**config.mk**
```make
export PLATFORM = sky130hd
export DESIGN_NAME = seq_detector_param
export DESIGN_NICKNAME = d
export VERILOG_FILES = /design/src/rtl/seq_det_pkg.sv /design/src/rtl/seq_shift_window.sv /design/src/rtl/seq_detector_param.sv
export SDC_FILE = /design/constraint.sdc
export NUM_CORES = 1
export LEC_CHECK = 0
export ABC_AREA = 1
export BUFFER_PORTS_ARGS = -buffer_cell sky130_fd_sc_hd__buf_2
export CAP_MARGIN = 20
export CELL_PAD_IN_SITES_DETAIL_PLACEMENT = 2
export CELL_PAD_IN_SITES_GLOBAL_PLACEMENT = 2
export CORE_ASPECT_RATIO = 0.5
export CORE_MARGIN = 2
export CORE_UTILIZATION = 32
export CTS_CLUSTER_DIAMETER = 60
export DETAILED_ROUTE_END_ITERATION = 6
export GPL_TIMING_DRIVEN = 0
export HOLD_SLACK_MARGIN = 0.02
export PLACE_DENSITY_LB_ADDON = 0.1
export SYNTH_ARGS = -nofsm -noshare
export SYNTH_HDL_FRONTEND = slang
export SYNTH_HIERARCHICAL = 1
export SYNTH_SLANG_ARGS = --single-unit
export TNS_END_PERCENT = 1
```
**constraint.sdc**
```tcl
create_clock -name clock -period 2.73 [get_ports clock]
set_input_delay 0.546 -clock clock [delete_from_list [all_inputs] [get_ports clock]]
set_output_delay 0.546 -clock clock [all_outputs]
set_load 0.01 [all_outputs]
```
**src/rtl/seq_det_pkg.sv**
```systemverilog
// Shared types and sizing helpers for the parametrised serial pattern detector.
package seq_det_pkg;

  typedef enum logic [1:0] {
    IDLE = 2'd0,
    FILL = 2'd1,
    HUNT = 2'd2
  } state_e;

  localparam int PAT_W_MIN = 2;
  localparam int PAT_W_MAX = 16;
  localparam int CNT_W_MIN = 1;
  localparam int CNT_W_MAX = 32;

  // Width needed to hold a fill level of 0..pat_w inclusive.
  function automatic int fill_width(input int pat_w);
    return $clog2(pat_w + 1);
  endfunction

endpackage

```
**src/rtl/seq_shift_window.sv**
```systemverilog
// PAT_W-bit compare window with a saturating fill level; clear wins over shift.
module seq_shift_window
  import seq_det_pkg::*;
#(
  parameter int PAT_W  = 4,
  parameter int FILL_W = fill_width(PAT_W)
) (
  input  logic              clock,
  input  logic              reset,
  input  logic              shift,
  input  logic              clear,
  input  logic              bit_in,
  output logic [PAT_W-1:0]  win,
  output logic [FILL_W-1:0] fill,
  output logic              full
);

  logic [PAT_W-1:0]  win_d,  win_q;
  logic [FILL_W-1:0] fill_d, fill_q;

  assign full = (fill_q == FILL_W'(PAT_W));
  assign win  = win_q;
  assign fill = fill_q;

  always_comb begin
    win_d  = win_q;
    fill_d = fill_q;
    if (clear) begin
      win_d  = '0;
      fill_d = '0;
    end else if (shift) begin
      win_d  = {win_q[PAT_W-2:0], bit_in};
      fill_d = full ? fill_q : fill_q + FILL_W'(1);
    end
  end

  always_ff @(posedge clock) begin
    if (reset) begin
      win_q  <= '0;
      fill_q <= '0;
    end else begin
      win_q  <= win_d;
      fill_q <= fill_d;
    end
  end

endmodule

```
**src/rtl/seq_detector_param.sv**
```systemverilog
// Serial detector for a runtime-loaded PAT_W-bit pattern with overlap mode
// and a saturating match counter; all outputs registered.
module seq_detector_param
  import seq_det_pkg::*;
#(
  parameter int PAT_W = 4,
  parameter int CNT_W = 8
) (
  input  logic                          clock,
  input  logic                          reset,
  input  logic                          load,
  input  logic [PAT_W-1:0]              pattern,
  input  logic                          overlap,
  input  logic                          in_valid,
  input  logic                          in,
  output logic                          match,
  output logic [CNT_W-1:0]              match_count,
  output logic [fill_width(PAT_W)-1:0]  fill,
  output logic                          armed
);

  localparam int FILL_W = fill_width(PAT_W);

  if (PAT_W < PAT_W_MIN || PAT_W > PAT_W_MAX) begin : g_bad_pat_w
    $error("seq_detector_param: PAT_W out of range 2..16");
  end
  if (CNT_W < CNT_W_MIN || CNT_W > CNT_W_MAX) begin : g_bad_cnt_w
    $error("seq_detector_param: CNT_W out of range 1..32");
  end

  state_e           state_d, state_q;
  logic [PAT_W-1:0] pat_d, pat_q;
  logic             ovl_d, ovl_q;
  logic             match_d, match_q;
  logic [CNT_W-1:0] cnt_d, cnt_q;

  logic [PAT_W-1:0]  win;
  logic [FILL_W-1:0] win_fill;
  logic              win_full;
  logic              accept, nxt_full, hit, shift, clear;
  logic [PAT_W-1:0]  nxt_win;

  seq_shift_window #(.PAT_W(PAT_W), .FILL_W(FILL_W)) u_win (
    .clock  (clock),
    .reset  (reset),
    .shift  (shift),
    .clear  (clear),
    .bit_in (in),
    .win    (win),
    .fill   (win_fill),
    .full   (win_full)
  );

  // A load owns the cycle: any bit offered alongside it is discarded.
  always_comb begin
    accept   = in_valid && (state_q != IDLE) && !load;
    nxt_win  = {win[PAT_W-2:0], in};
    nxt_full = win_full || (win_fill == FILL_W'(PAT_W - 1));
    hit      = accept && nxt_full && (nxt_win == pat_q);
    shift    = accept;
    clear    = load || (hit && !ovl_q);
  end

  always_comb begin
    state_d = state_q;
    pat_d   = pat_q;
    ovl_d   = ovl_q;
    match_d = hit;
    cnt_d   = cnt_q;
    if (load) begin
      state_d = FILL;
      pat_d   = pattern;
      ovl_d   = overlap;
      match_d = 1'b0;
      cnt_d   = '0;
    end else begin
      case (state_q)
        FILL:    if (accept && nxt_full) state_d = HUNT;
        default: state_d = state_q;
      endcase
      // Non-overlapping mode restarts the fill after every match.
      if (hit && !ovl_q) state_d = FILL;
      if (hit && (cnt_q != {CNT_W{1'b1}})) cnt_d = cnt_q + CNT_W'(1);
    end
  end

  always_ff @(posedge clock) begin
    if (reset) begin
      state_q <= IDLE;
      pat_q   <= '0;
      ovl_q   <= 1'b0;
      match_q <= 1'b0;
      cnt_q   <= '0;
    end else begin
      state_q <= state_d;
      pat_q   <= pat_d;
      ovl_q   <= ovl_d;
      match_q <= match_d;
      cnt_q   <= cnt_d;
    end
  end

  assign match       = match_q;
  assign match_count = cnt_q;
  assign fill        = win_fill;
  assign armed       = (state_q != IDLE);

endmodule

```
==> results.json <==
{
  "status": "finished, final reports clean",
  "root_buffer": "clkbuf_8",
  "r2r_cells": 12,
  "vias": 1153,
  "startpoint_type": "register",
  "cts_buffers": 3,
  "cp-end-kind": "register",
  "p_int_uw": 446,
  "io_pins": 23,
  "holdBufCountCts": 0,
  "worstPathArrival_ns": 2.21,
  "syn_area_um2": 1190,
  "finalCriticalPeriod_ns": 2.01,
  "regToRegSetupSlack_ns": 0.72,
  "antenna_found_initial": 0,
  "place.gp.congestion": 0.738,
  "grt_pass1_wl_um": 5240,
  "vias_per_cell": 4.67,
  "clk_pin_slew_ns": 0.08,
  "antenna-diode-count": 0,
  "critPathRequiredTime_ns": 2.93,
  "min-delay-start": "pat_q[0]",
  "rsz0062_at_grt": "no",
  "fp-row-count": 15,
  "startpoint": "u_win/fill[0]",
  "p_sw_uw": 144,
  "max_freq_ghz": 0.497,
  "core-area_um2": 3490,
  "finalWirelength_um": 3120,
  "synth_area_per_cell_um2": 6.94,
  "peakVddDrop_v": 0.000179,
  "combPwrFrac": 0.096,
  "firstDrtPassIters": 2,
  "cts_tree": "yes",
  "r2r_end": "u_win/win[1]",
  "hold_end": "pat_q[0]",
  "nets": 211,
  "post_cts_buffers": 0,
  "fill_cells": 447,
  "clockBufferDepth": 2,
  "finalSetupTns_ns": 0,
  "drv_slew": 0,
  "post_drt_wl_per_cell_um": 12.6,
  "p_total_uw": 590,
  "leakagePower_uw": 0.000631,
  "period_share": 0.737,
  "die_area_um2": 4240,
  "skew_ns": 0.00282,
  "sw_frac_of_total": 0.243,
  "path_class": "reg -> reg",
  "maxCapViolCount": 0,
  "port_buffers": 22,
  "dp_hpwl_um": 2480,
  "die_h_um": 47.1,
  "hold_viol_final": 0,
  "clock_power_share": 0.342,
  "relSlewSlack": 0.726,
  "power_density_nw_per_um2": 421,
  "ant_nets": 0,
  "area_growth_pct": 18.1,
  "grt_max_degree": 12,
  "grt_overflow": 0,
  "hold_ws_ns": 0.472,
  "hp-class": "reg -> reg",
  "drive_above_1_share": 0.204,
  "yosys_warnings": 6,
  "ctsResizeCount": 0,
  "worstMarginPinSlew_ns": 0.411,
  "numClockSinks": 22,
  "synthCells": 171,
  "first_iter_violations": 20,
  "start_util": 0.340,
  "grt_pass1_vias": 1179,
  "r2r_start": "u_win/fill[0]",
  "clock_latency_ns": 0.26,
  "die_x_um": 90.1,
  "drc_errors": 0,
  "syn_nets": 184,
  "h-tree-depth": 1,
  "seqPwrFrac": 0.562,
  "hold_depth": 2,
  "crit_fanout": 9,
  "setup_violations": 0,
  "grt_usage": 0.161
}
-- metal layers --
metal  GRT usage  routed length, um
met1       0.186               1440
met2       0.317               1570
met3      0.0482                102
met4      0.0277                  0
met5           0                  0
-- placed cells by master (no fill, tap or decap), drive strengths merged --
cell and n:
o21bai 1, buf 23, nor2 17, nand2 49, clkinv 1, o21ai 7
nor3 1, inv 28, clkbuf 4, a21oi 18, xor2 5, ha 3
nand3 17, dfxtp 22
-- worst max path at each step --
stage	cells past startpoint	end	slack (ns)
2_1_floorplan	12	u_win/win[1]	1.03
3_3_place_gp	11	u_win/win[2]	0.79
3_5_place_dp	12	u_win/win[1]	0.69
4_1_cts	12	u_win/win[0]	0.66
5_1_grt	12	u_win/win[0]	0.46
6_report	12	u_win/win[1]	0.72
-- stage by stage --
stage / cell area, um^2 / worst slack, ns / utilization / cells
floorplan: 1190 / 1.03 / - / 171
global placement: 1360 / 0.790 / 0.390 / 244
detailed placement: 1360 / 0.688 / 0.390 / 244
CTS: 1400 / 0.659 / 0.401 / 247
global route: 1400 / 0.461 / 0.401 / 247
finish: 1400 / 0.719 / 0.401 / 247
-- state kept, by name, indices dropped and copies added (netlist names) --
register	flops
u_win/fill	3
ovl_q	1
match_count	8
match	1
pat_q	4
state_q	2
u_win/win	3
-- cell type report --
type	count	area (um^2)	share of cell area
Timing Repair Buffer	22	110	0.0786
Clock buffer	3	41.3	0.0295
Multi-Input combinational cell	118	622	0.444
Inverter	29	109	0.0777
Buffer	2	15.0	0.0107
Tap cell	51	63.8	0.0455
Sequential cell	22	440	0.314
-- power groups by stage --
stage          Clock, uW  Sequential (uW)  Combinational [uW]
2_1_floorplan          0              338                37.3
3_3_place_gp           0              339                54.7
3_5_place_dp           0              339                57.5
4_1_cts              211              332                58.3
5_1_grt              223              333                65.4
6_report             201              332                56.7
-- worst max-delay path, stage by stage, from the launching register on --
cell and delay (ns):
dfxtp_1 0.44, inv_1 0.08, ha_1 0.22, nand2_2 0.12
inv_1 0.05, o21bai_1 0.14, nand2_1 0.18, nor2_4 0.11
nand2_1 0.11, nand2_1 0.11, nor2_4 0.18, inv_1 0.10
a21oi_1 0.11
Note: power is estimated with default switching activity, not from simulation.
